--- config.mk ---
export PLATFORM = sky130hd
export DESIGN_NAME = scroll_message_controller
export DESIGN_NICKNAME = d
export VERILOG_FILES = /design/src/rtl/scroll_message_controller.sv
export SDC_FILE = /design/constraint.sdc
export NUM_CORES = 1
export LEC_CHECK = 0
export ABC_CLOCK_PERIOD_IN_PS = 20700
export BUFFER_PORTS_ARGS = -buffer_cell sky130_fd_sc_hd__buf_2
export CAP_MARGIN = 20
export CORE_MARGIN = 5
export CORE_UTILIZATION = 50
export CTS_BUF_LIST = sky130_fd_sc_hd__clkbuf_8
export CTS_CLUSTER_DIAMETER = 200
export DETAILED_ROUTE_END_ITERATION = 12
export PLACE_DENSITY_LB_ADDON = 0.08
export SETUP_SLACK_MARGIN = 0.4
export SLEW_MARGIN = 20
export SYNTH_ARGS = -nofsm -noshare
export SYNTH_HDL_FRONTEND = slang
export SYNTH_SLANG_ARGS = --single-unit
--- constraint.sdc ---
create_clock -name clk -period 20.7 [get_ports clk]
set_clock_uncertainty 0.05 [all_clocks]
set_input_delay 4.14 -clock clk [delete_from_list [all_inputs] [get_ports clk]]
set_output_delay 4.14 -clock clk [all_outputs]
set_load 0.03 [all_outputs]
--- src/rtl/scroll_message_controller.sv ---
// Scroll controller feeding the 28-bit display register: keeps a 16-character
// message and reloads the whole 4-digit window on each scroll tick.
module scroll_message_controller #(
  parameter int DIV     = 50000000,
  parameter int MSG_MAX = 16
) (
  input  logic        clk,
  input  logic        clr,
  input  logic        wr_en,
  input  logic [3:0]  wr_addr,
  input  logic [6:0]  wr_data,
  input  logic [3:0]  msg_len,
  input  logic [1:0]  mode,
  input  logic        start,
  input  logic        stop,
  output logic        load,
  output logic [1:0]  s,
  output logic [27:0] d,
  output logic        m_sig,
  output logic        busy,
  output logic [3:0]  pos,
  output logic        wrap
);

  localparam int CW = (DIV > 2) ? $clog2(DIV - 1) : 1;
  localparam logic [CW-1:0] TERM = CW'(DIV - 2);
  localparam logic [1:0] MODE_STATIC = 2'b01;
  localparam logic [1:0] MODE_LEFT   = 2'b10;

  typedef enum logic [1:0] {IDLE, LOAD, WAIT} state_t;

  state_t          state_q, state_d;
  logic [3:0]      pos_q, pos_d;
  logic [4:0]      len_q, len_d;
  logic [1:0]      mode_q, mode_d;
  logic [CW-1:0]   cnt_q, cnt_d;
  logic            wrap_q, wrap_d;
  logic [27:0]     d_q;
  logic [6:0]      mem_q [MSG_MAX];
  logic            enterLoad;
  logic [27:0]     window;
  logic [3:0]      idx;

  always_comb begin
    state_d   = state_q;
    pos_d     = pos_q;
    len_d     = len_q;
    mode_d    = mode_q;
    cnt_d     = cnt_q;
    wrap_d    = 1'b0;
    enterLoad = 1'b0;
    unique case (state_q)
      IDLE: begin
        if (start && mode != 2'b00) begin
          state_d   = LOAD;
          pos_d     = '0;
          len_d     = {1'b0, msg_len} + 5'd1;
          mode_d    = mode;
          enterLoad = 1'b1;
        end
      end
      LOAD: begin
        if (stop || mode_q == MODE_STATIC) begin
          state_d = IDLE;
        end else begin
          state_d = WAIT;
          cnt_d   = '0;
        end
      end
      WAIT: begin
        if (stop) begin
          state_d = IDLE;
        end else if (cnt_q == TERM) begin
          state_d   = LOAD;
          enterLoad = 1'b1;
          if (mode_q == MODE_LEFT) begin
            wrap_d = ({1'b0, pos_q} + 5'd1 == len_q);
            pos_d  = wrap_d ? 4'd0 : pos_q + 4'd1;
          end else begin
            wrap_d = (pos_q == 4'd0);
            pos_d  = wrap_d ? 4'(len_q - 5'd1) : pos_q - 4'd1;
          end
        end else begin
          cnt_d = cnt_q + CW'(1);
        end
      end
      default: state_d = IDLE;
    endcase
  end

  // Window is built from the pre-write memory contents, so a same-cycle write shows up one load later.
  always_comb begin
    window = '0;
    idx    = '0;
    for (int k = 0; k < 4; k++) begin
      idx = 4'((5'(pos_d) + 5'(k)) % len_d);
      window[27-7*k -: 7] = mem_q[idx];
    end
  end

  always_ff @(posedge clk) begin
    if (!clr) begin
      state_q <= IDLE;
      pos_q   <= '0;
      len_q   <= 5'd1;
      mode_q  <= '0;
      cnt_q   <= '0;
      wrap_q  <= 1'b0;
      d_q     <= '0;
    end else begin
      state_q <= state_d;
      pos_q   <= pos_d;
      len_q   <= len_d;
      mode_q  <= mode_d;
      cnt_q   <= cnt_d;
      wrap_q  <= wrap_d;
      if (enterLoad) d_q <= window;
    end
  end

  always_ff @(posedge clk) begin
    if (!clr) begin
      for (int i = 0; i < MSG_MAX; i++) mem_q[i] <= '0;
    end else if (wr_en) begin
      mem_q[wr_addr] <= wr_data;
    end
  end

  assign load  = (state_q == LOAD);
  assign busy  = (state_q != IDLE);
  assign wrap  = wrap_q;
  assign pos   = pos_q;
  assign d     = d_q;
  assign s     = 2'b00;
  assign m_sig = 1'b0;

endmodule

# Word-level counts from Yosys, hierarchy flattened
# Memories as Yosys holds them, arrays and structs flattened. A register that Yosys moved wholly into a read port is not among the register bits.
# Index checks and enable logic that the tools add are counted.
classes:
  addsub: 9
  div_mod_pow: 4
  n_eq_ne: 11
  n_mux: 30
  bitwise_logic: 3
  reduce_logical: 16
op_table:
  columns: ["operator", "n"]
  rows:
  - ["2-to-1 mux 26 bit", 3]
  - ["one-hot mux 26 bit (2 select lines)", 1]
  - ["2-to-1 mux 4 bit", 7]
  - ["adder 26 x 1 -> 26 bit (second input constant)", 1]
  - ["== test 26 bit (second input constant)", 1]
  - ["adder 4 x 1 -> 5 bit (second input constant)", 3]
  - ["remainder unit 5 x 5 -> 5 bit", 3]
  - ["adder 4 x 2 -> 5 bit (second input constant)", 2]
  - ["2-to-1 mux 5 bit", 2]
  - ["2-to-1 mux 1 bit", 9]
  - ["2-to-1 mux 2 bit", 4]
  - ["inequality test 2 bit (second input constant)", 4]
  - ["one-hot mux 4 bit (2 select lines)", 1]
  - ["subtractor 4 x 1 -> 4 bit (second input constant)", 2]
  - ["2-to-1 mux 7 bit", 1]
  - ["OR reduction 7 bit", 1]
  - ["one-hot mux 2 bit (3 select lines)", 1]
  - ["nonzero test 2 bit", 3]
  - ["== test 5 bit", 1]
  - ["remainder unit 4 x 5 -> 5 bit", 1]
  - ["adder 4 x 1 -> 4 bit (second input constant)", 1]
  - ["== test 2 x 1 -> 1 bit (second input constant)", 2]
  - ["== test 2 bit (second input constant)", 2]
  - ["logical NOT 1 bit", 4]
  - ["other kinds (10)", 13]
word_totals:
  ff_bits: 40
  ramBits: 112
  inputBits: 22
  output_inout_bits: 38
  mem_count: 1
memory_table:
  columns: ["memory", "depth", "width", "rd", "rd_ports_with_merged_regs", "wr", "line_no", "rtl"]
  rows:
  - ["mem_q", 16, 7, 4, 4, 16, "39", "logic [6:0] mem_q [MSG_MAX];"]

# Longest topological paths before layout
# Gate-level depths: netlist (run 1).
logic_depth:
  depth_word: 9
  depth_mapped: 51
  ltp_nobuf: 49

# Worst setup path after synthesis (run 1)
# No wires, ideal clock.
synth_timing:
  path_kind: "input-to-reg"
  start: "in mode[1]"
  end: "reg d_q[4] (netlist: d[4]) (read register of mem_q)"
  arrival_ns: 13.099
  slack_ns: 7.434
  cell_stages: 33
  n_path_buf: 4
  path_cell_list: "o21ai_0 > or2_1 > buf_2 > buf_1 > mux2i_1 > ha_1 > or4b_2 > nand2_1 > o2bb2a_1 > ha_1 > o21ai_0 > a21oi_1 > or3b_2 > nand2_1 > ha_1 > o21ai_0 > a21boi_0 > o21a_1 > a41oi_2 > nor2_1 > a31oi_1 > ha_1 > nand2_1 > nor2_1 > a211oi_2 > mux2_2 > a41oi_2 > buf_6 > buf_12 > mux4_1 > mux2i_1 > mux2i_1 > a22o_1"
synth_via:
  elab_chain_cells: 6
synth_lines:
  columns: ["element", "line_no", "rtl"]
  rows:
  - ["start, declared", "13", "input logic [1:0] mode,"]
  - ["nonzero test 2 bit (*)", "54", "if (start && mode != 2'b00) begin"]
  - ["logical AND 1 bit (*)", "54", null]
  - ["2-to-1 mux 4 bit", "54", null]
  - ["one-hot mux 4 bit (2 select lines)", "52", "unique case (state_q)"]
  - ["adder 4 x 2 -> 5 bit", "96", "idx = 4'((5'(pos_d) + 5'(k)) % len_d);"]
  - ["remainder unit 5 x 5 -> 5 bit", "96", null]
  - ["end, declared", "38", "logic [27:0] d_q;"]
# Mark *: on every way between the ends. The rest lies on a longest branch, timed or not.
# A chain may end at the register's enable or synchronous reset.

# Worst setup path in the final report (run 1)
layout_timing:
  start: "in mode[1]"
  end: "reg d_q[0] (netlist: d[0]) (read register of mem_q)"
# The elaborated chain is that of the path after synthesis.

==> results_dict.tcl, run 1 <==
set metrics [dict create \
    status "finished, final reports clean" \
    cts_root_buffer "clkbuf_8" \
    fin_setup_tns_ns 0 \
    clock_path_buffers 2 \
    synth-edff-count 112 \
    cts_max_level 4 \
    cts_setup_buffers 0 \
    max_stage_delay_ns 0.76 \
    grt_pass1_wl_mm 76.4 \
    nets 1786 \
    gp_congestion 0.903 \
    fill_cells 2857 \
    drt_iter0_drc 1327 \
    drt_wl_total_mm 49.6 \
    multiInputGateArea_sq_mm 0.0101 \
    cts.clk_slew.worst_paths_ns 0.10 \
    async_flop_share_pct 0 \
    synthDominantCellAreaShare_pct 21.8 \
    viasPerCell 6.40 \
    cts-hold-fix-buffers 0 \
    cts_made_buffers 17 \
    grt_start_max_net_pins 57 \
    path_common_cell "ha_1" \
    drive_gt1_share_pct 12.6 \
    cp_slowest_cell "a211oi_2" \
    firstDrtPassIters 5 \
    synth_seq_cells 180 \
    ant_nets 0 \
    yosys.area.top_type "edfxtp_1" \
    io_pins 60 \
    io_buffers 56 \
    slew_violations 0 \
    synth_sequential_area_ratio_pct 30.6 \
    setup_ws_ns 5.64 \
    num_rows 64 \
    preCtsSetupSlack_ns 5.12 \
    die_y_um 186 \
    initial_core_util_pct 50.6 \
    cp-start-kind "input port" \
    hold_path.class "flip-flop to flip-flop" \
    synthTopCellsByArea "edfxtp_1 (22%), dfxtp_1 (8.8%), ha_1 (6.4%)" \
    ys_warn_count 0 \
    cts-resized-gates 0 \
    synth_cells 1675 \
    dieArea_sq_mm 0.0345 \
    period_share_pct 72.8 \
    p_per_area_mw_per_mm2 178 \
    clkLatencyLatePin_ns 0.52 \
    critPathArrivalTime_ns 15.42 \
    dp_hpwl_mm 35.0 \
    syn_to_final_growth_pct 5.76 \
    clock.fmax_ghz 0.0664 \
    via_count 13400 \
    worst_pin_slew_ns 1.09 \
    critPathRequiredTime_ns 21.06 \
    synth.avg_cell_area_sq_um 9.22 \
    slew_headroom_pct 26.6 \
    rsz0062_at_grt "no" \
    antenna_cells 0 \
    critical_path_peak_fanout 28 \
    ir_drop_mv 0.150 \
    fin_crit_ns 15.06 \
    cts.sinks 180 \
    fp.dieW_um 186 \
    antenna_found_initial 0 \
    report.final.hold_viol_count 0 \
    drcViolationCount 0 \
    crit_type "input port to flip-flop" \
    grt_pass1_vias 12800 \
    avgRoutedWirePerCell_um 23.7 \
    cts_tree "done" \
    core_area_sq_mm 0.0305 \
    syn_area_sq_mm 0.0154 \
    leakagePower_uw 0.00657 \
    critical_path.endpoint_type "flip-flop" \
    synth_cell_types 101 \
    overflow 0 \
    finalSetupViolCount 0 \
    seq_area_sq_mm 0.00472 \
    grt_usage_pct 28.8 \
    drv_cap 0 \
    synth_top_flop_cell "edfxtp_1" \
]
[final cells by class]
| type | count | share of cell area (%) |
|---|---|---|
| multi-input combinational | 1355 | 61.9 |
| timing repair buffer | 81 | 2.87 |
| clock inverter | 15 | 0.797 |
| clock buffer | 17 | 1.43 |
| sequential | 180 | 28.9 |
| inverter | 45 | 1.06 |
| tap | 396 | 3.03 |
[worst max-delay path, delay by kind of cell]
| family | cells | cell delay, ns |
|---|---|---|
| fa+ha+maj | 6 | 1.79 |
| compound gates | 14 | 3.97 |
| mux | 4 | 1.53 |
| buf+inv | 4 | 0.83 |
| simple gates | 11 | 3.16 |
[registers in the layout (all words and copies together), names as in the netlist]
| signal | count |
|---|---|
| cnt_q | 26 |
| d | 28 |
| len_q | 5 |
| mem_q | 112 |
| mode_q | 2 |
| pos | 4 |
| state_q | 2 |
| wrap | 1 |
[cell families after synthesis]
family / after synthesis / synth area share [%]
adders and majority gates: 84 / 7.05
AOI/OAI and AO/OA: 429 / 18.6
DFF: 180 / 30.6
and+or+nand+nor: 605 / 20.0
xor gates and xnor gates: 57 / 3.23
other: 1 / 0.0243
muxes: 176 / 15.7
buffers and inverters: 143 / 4.79
[synthesized netlist by cell type, drive strengths merged (4+ instances only)]
cell    instances
mux4           42
a22o            8
mux2i          98
nor3           13
xor2           29
a21oi          75
and3           16
o21a           14
and4            5
clkbuf         55
nand2         190
a31oi          59
o22ai          23
nand2b         20
nor2          114
a31o            5
o31ai           8
nor2b          18
and2          148
edfxtp        112
nand4          13
inv            45
or2             4
buf            43
o21ai          98
dfxtp          68
o221ai         13
xnor2          28
fa              5
a21boi          6
ha             79
o211ai         10
mux2           36
or4             4
or3            10
a211oi         73
a21o            9
nand3          30
[layer usage]
layer | GRT usage (%) | share of wire, % | wire, um | up-vias
li1 | - | - | - | 6229
met5 | 0 | 0 | 0 | -
met3 | 4.10 | 6.4 | 3170 | 108
met4 | 12.9 | 4.3 | 2150 | 0
met1 | 36.9 | 41 | 20400 | 6432
met2 | 48.5 | 48 | 23800 | 595
[path summary, 6_finish.rpt]
kind | start | endpoint | slack [ns] | cells past startpoint
worst max-delay path | mode[1] | d[0]$_SDFFE_PN0P_ | 5.64 | 39
worst min-delay path | d[16]$_SDFFE_PN0P_ | d[16]$_SDFFE_PN0P_ | 0.43 | 2
worst max register to register | pos[0]$_SDFF_PN0_ | d[7]$_SDFFE_PN0P_ | 8.56 | 50
worst min register to register | d[16]$_SDFFE_PN0P_ | d[16]$_SDFFE_PN0P_ | 0.43 | 2
[layout by cell type (no fill, tap or decap), types with 10 or more instances in the layout]
| master | count |
|---|---|
| inv_1 | 44 |
| mux2i_1 | 95 |
| and3_1 | 15 |
| o221ai_1 | 13 |
| nand4_1 | 12 |
| ha_1 | 78 |
| o21ai_1 | 12 |
| clkbuf_8 | 17 |
| o211ai_1 | 10 |
| o21a_1 | 14 |
| buf_2 | 56 |
| a211oi_1 | 72 |
| nor2_1 | 110 |
| nand2b_1 | 20 |
| xor2_1 | 28 |
| dfxtp_1 | 68 |
| edfxtp_1 | 112 |
| o21ai_0 | 83 |
| mux4_1 | 25 |
| mux2_2 | 36 |
| nand3_1 | 29 |
| o22ai_1 | 23 |
| nand2_1 | 190 |
| a21oi_1 | 70 |
| buf_4 | 25 |
| mux4_2 | 17 |
| xnor2_1 | 27 |
| or3_1 | 10 |
| nor3_1 | 12 |
| nor2b_1 | 18 |
| a31oi_1 | 56 |
| and2_1 | 148 |
[through the flow]
stage / instances / util (%) / total power, uW / hold slack (ns) / instance area, sq um
global placement: 2057 / 52.3 / 2610 / 0.404 / 16000
CTS: 2089 / 53.5 / 2870 / 0.436 / 16300
global route: 2089 / 53.5 / 3070 / 0.458 / 16300
finish: 2089 / 53.5 / 2900 / 0.434 / 16300
detailed placement: 2057 / 52.3 / 2630 / 0.403 / 16000
floorplan: 1678 / - / 2110 / 0.405 / 15500
[where the power goes]
group	switching [uW]	leakage, uW	internal [uW]
clock	145	0.000194	96.3
combinational	1360	0.00476	845
sequential	38.7	0.00162	416
Note: power is estimated with default switching activity, not from simulation.
==> inputs of run 2 (changes only) <==
Settings changed: ABC_CLOCK_PERIOD_IN_PS 20700 to 15650.
Clock period 20.7 ns to 15.65 ns, I/O delays scaled along.
==> run 2 against run 1 <==
Net effect: via count grew 0.28%; combinational power is 31% higher; count of clock-buffer cells in the layout did not move; critical path type unchanged; largest cell class unchanged.
==> results_dict.tcl, run 2 (synthesis results as in run 1) <==
set metrics [dict create \
    critPathArrivalTime_ns 14.59 \
    via_count 13400 \
    antenna_found_initial 1 \
    grt_pass1_wl_mm 75.4 \
    cts_tree "done" \
    cts_made_buffers 17 \
    drive_gt1_share_pct 12.8 \
    cts.sinks 180 \
    worst_pin_slew_ns 1.14 \
    num_rows 64 \
    grt_start_max_net_pins 55 \
    rsz0062_at_grt "no" \
    finalSetupViolCount 0 \
    critical_path_peak_fanout 15 \
    cts_max_level 4 \
    gp_congestion 0.984 \
    nets 1787 \
    cts-hold-fix-buffers 0 \
    critPathRequiredTime_ns 16.04 \
    io_pins 60 \
    grt_usage_pct 28.5 \
    initial_core_util_pct 50.6 \
    cts_setup_buffers 0 \
    whs_path_depth 2 \
    leakagePower_uw 0.00660 \
    max_stage_delay_ns 0.75 \
    die_y_um 186 \
    layout_commonest_cell "nand2_1" \
    drv_cap 0 \
    drcViolationCount 0 \
    post-route-util_pct 53.7 \
    slew_headroom_pct 24.1 \
    ir_drop_mv 0.270 \
    mostFrequentLayoutCells "nand2_1 (190), and2_1 (148), edfxtp_1 (112), nor2_1 (110), mux2i_1 (95)" \
    cts_root_buffer "clkbuf_8" \
    viasPerCell 6.41 \
    critical_path.endpoint_type "flip-flop" \
    clock_path_buffers 2 \
    r2r_cells 40 \
    fp.dieW_um 186 \
    drt_iter0_drc 1279 \
    cp-start-kind "input port" \
    period_share_pct 90.8 \
    antenna_cells 0 \
    core_area_sq_mm 0.0305 \
    dieArea_sq_mm 0.0345 \
    path_common_cell "ha_1" \
    io_buffers 56 \
    clkLatencyLatePin_ns 0.53 \
    cts-resized-gates 0 \
    cp_slowest_cell "a211oi_2" \
    largest_reg_flops 112 \
    largest_register "mem_q" \
    grt_pass1_vias 12800 \
    hold_path.class "flip-flop to flip-flop" \
    report.final.hold_viol_count 0 \
    firstDrtPassIters 5 \
    slew_violations 0 \
    ant_nets 0 \
    avgRoutedWirePerCell_um 23.7 \
    clock.fmax_ghz 0.0704 \
    crit_type "input port to flip-flop" \
    dp_hpwl_mm 35.5 \
    fin_setup_tns_ns 0 \
    overflow 0 \
    p_per_area_mw_per_mm2 235 \
    fin_crit_ns 14.20 \
    syn_to_final_growth_pct 6.11 \
    cts.clk_slew.worst_paths_ns 0.12 \
    drt_wl_total_mm 49.5 \
    status "finished, final reports clean" \
]
==> run 2: layout make-up <==
| class | count | area, sq um |
|---|---|---|
| fillers | 2843 | 14100 |
| multi-input cells | 1355 | 10100 |
| flip-flops and latches | 180 | 4720 |
| well taps | 396 | 495 |
| repair buffers | 82 | 473 |
| clock buffers | 17 | 234 |
| clock inverters | 15 | 183 |
| inverters | 45 | 174 |
==> run 2: metrics by stage <==
step	std cells	setup WS (ns)	power (uW)	hold WS, ns	instance area, sq um
after floorplan	1678	3.39	2790	0.405	15500
after global placement	2057	1.17	3420	0.409	16000
after detailed placement	2057	0.977	3460	0.401	16000
after CTS	2089	1.52	3810	0.432	16400
after global routing	2090	0.847	4070	0.440	16400
final	2090	1.45	3850	0.437	16400
==> run 2: where the power goes <==
| group | total, uW | internal (uW) | switching, uW |
|---|---|---|---|
| sequential | 605 | 550 | 55.0 |
| clock | 353 | 149 | 204 |
| combinational | 2890 | 1110 | 1780 |
==> run 2: final timing paths <==
kind / end / slack, ns / from
setup / recovery: d[0]$_SDFFE_PN0P_ / 1.45 / stop
hold / removal: d[19]$_SDFFE_PN0P_ / 0.44 / d[19]$_SDFFE_PN0P_
setup reg to reg: d[0]$_SDFFE_PN0P_ / 3.43 / pos[0]$_SDFF_PN0_
hold reg to reg: d[19]$_SDFFE_PN0P_ / 0.44 / d[19]$_SDFFE_PN0P_
==> run 2: per-layer routing <==
metal | vias up | track usage, % | routed length (um)
met2 | 534 | 47.5 | 23500
met1 | 6508 | 37.0 | 20800
met5 | - | 0 | 0
met4 | 0 | 11.6 | 1970
met3 | 110 | 4.85 | 3190
li1 | 6249 | - | -
==> run 2: worst max-delay path, delay by kind of cell <==
family	cells	cell delay, ns
adders and majority gates	6	1.66
buffers and inverters	4	0.75
muxes	4	1.49
AOI/OAI and AO/OA	15	4.58
and+or+nand+nor	10	2.95
==> inputs of run 3 (changes only) <==
Settings changed: PLACE_DENSITY set to 0.67, PLACE_DENSITY_LB_ADDON 0.08 to unset.
==> run 3 against run 2 <==
Net effect: routed wire length down 2.7%; setup slack better by 0.27 ns; worst hold slack better by 0.0030 ns; cell count about the same; register-to-register slack worse by 0.02 ns; cell area about the same; critical path type unchanged; largest cell class unchanged.
==> results_dict.tcl, run 3 (synthesis results as in run 1) <==
set metrics [dict create \
    hold_end "d[0]$_SDFFE_PN0P_" \
    fin_crit_ns 13.94 \
    slew_headroom_pct 20.6 \
    clkLatencyLatePin_ns 0.50 \
    cp_top_family "compound AO/OA/AOI/OAI gates" \
    clock.fmax_ghz 0.0718 \
    drt_wl_total_mm 48.1 \
    layout_commonest_cell "nand2_1" \
    mostFrequentLayoutCells "nand2_1 (190), and2_1 (148), edfxtp_1 (112), nor2_1 (110), mux2i_1 (95)" \
    fin_setup_tns_ns 0 \
    r2r_slack_ns 3.41 \
    cts_root_buffer "clkbuf_8" \
    cts_setup_buffers 0 \
    grt_start_max_net_pins 57 \
    r2r_start "pos[0]$_SDFF_PN0_" \
    cp-start-kind "input port" \
    drt_iter0_drc 1779 \
    power_uw 3880 \
    ir_drop_mv 0.196 \
    max_stage_delay_ns 0.88 \
    hold_path.class "flip-flop to flip-flop" \
    io_buffers 56 \
    overflow 0 \
    p_switching_uw 2080 \
    critPathRequiredTime_ns 16.01 \
    nets 1788 \
    grt_pass1_vias 12700 \
    gp_congestion 0.947 \
    report.final.hold_viol_count 0 \
    largest_reg_flops 112 \
    crit_type "input port to flip-flop" \
    ant_nets 0 \
    r2r_cells 50 \
    initial_core_util_pct 50.6 \
    rsz0062_at_grt "no" \
    leakagePower_uw 0.00660 \
    slew_violations 0 \
    path_buf_inv 6 \
    drv_cap 0 \
    cp_slowest_cell "a31oi_1" \
    post-route-util_pct 53.7 \
    viasPerCell 6.45 \
    hp-start "d[0]$_SDFFE_PN0P_" \
    cts.sinks 180 \
    worst_pin_slew_ns 1.19 \
    cts_max_level 4 \
    largest_register "mem_q" \
    antenna_cells 0 \
    critical_path.endpoint_type "flip-flop" \
    p_int_uw 1800 \
    cts-resized-gates 0 \
    r2r_end "d[11]$_SDFFE_PN0P_" \
    dp_hpwl_mm 34.7 \
    pwr-share-comb_pct 76.0 \
    clock_path_buffers 2 \
    status "finished, final reports clean" \
    dieArea_sq_mm 0.0345 \
    drcViolationCount 0 \
    avgRoutedWirePerCell_um 23.0 \
    hold_ws_ns 0.440 \
    syn_to_final_growth_pct 6.10 \
    whs_path_depth 1 \
    firstDrtPassIters 6 \
    antenna_found_initial 0 \
    num_rows 64 \
    finalSetupViolCount 0 \
    cts_made_buffers 17 \
    grt_usage_pct 27.5 \
    via_count 13500 \
    grt_pass1_wl_mm 73.8 \
    die_y_um 186 \
    fp.dieW_um 186 \
    core_area_sq_mm 0.0305 \
    cts-hold-fix-buffers 0 \
    p_per_area_mw_per_mm2 237 \
    critical_path_peak_fanout 53 \
    io_pins 60 \
    cts_tree "done" \
    pwr-share-clk_pct 8.5 \
    p_seq_share_pct 15.4 \
    swShare_pct 53.6 \
    period_share_pct 89.0 \
    critPathArrivalTime_ns 14.30 \
    cts.clk_slew.worst_paths_ns 0.09 \
    path_common_cell "o21ai_0" \
    drive_gt1_share_pct 12.7 \
]
run 3: changes by cell type in the layout (fill, tap and decap cells not counted), sizes merged:
cell and delta:
buf +2, bufinv -2, clkbuf -1, clkinv +2, clkinvlp -1, inv +1
run 3: cell type report:
type / instances / area, sq um
Sequential cell: 180 / 4720
Timing Repair Buffer: 83 / 500
Inverter: 45 / 174
Multi-Input combinational cell: 1355 / 10100
Clock inverter: 15 / 166
Tap cell: 396 / 495
Fill cell: 2762 / 14100
Clock buffer: 17 / 234
run 3: worst register-to-register path, delay by kind of cell (launching register included):
kind / cells / cell delay, ns
multiplexers: 1 / 0.41
flip-flops: 1 / 0.55
AO/OA/AOI/OAI: 21 / 4.69
AND/OR/NAND/NOR: 14 / 2.74
buffers and inverters: 7 / 1.44
adder cells (fa/ha/maj): 7 / 2.25
run 3: worst max-delay path by stage:
stage | from | end | slack, ns | cells past startpoint
after global routing | mode[1] | d[3]$_SDFFE_PN0P_ | 1.01 | 39
after CTS | mode[1] | d[3]$_SDFFE_PN0P_ | 1.91 | 38
after detailed placement | mode[1] | d[3]$_SDFFE_PN0P_ | 1.40 | 38
after floorplan | mode[1] | d[4]$_SDFFE_PN0P_ | 3.39 | 33
after global placement | mode[1] | d[3]$_SDFFE_PN0P_ | 1.70 | 38
final | mode[1] | d[11]$_SDFFE_PN0P_ | 1.71 | 44
run 3: routing by layer:
metal / vias to the layer above / track usage [%] / wire length, um
met5: - / 0 / 0
met4: 0 / 10.9 / 2010
met3: 137 / 5.63 / 4620
met2: 717 / 43.0 / 21300
met1: 6381 / 37.6 / 20200
li1: 6245 / - / -
run 3: power groups by stage:
stage / registers (uW) / logic, uW / clock network, uW
CTS: 595 / 2860 / 334
floorplan: 635 / 2150 / 0
global placement: 606 / 2820 / 0
global route: 602 / 3130 / 353
finish: 598 / 2950 / 331
detailed placement: 606 / 2850 / 0
run 3: stage by stage:
stage,setup WS (ns),instances,instance area [sq um]
after floorplan,3.39,1678,15500
after global placement,1.70,2057,16000
after detailed placement,1.40,2057,16000
after CTS,1.91,2089,16400
after global routing,1.01,2091,16400
final,1.71,2091,16400
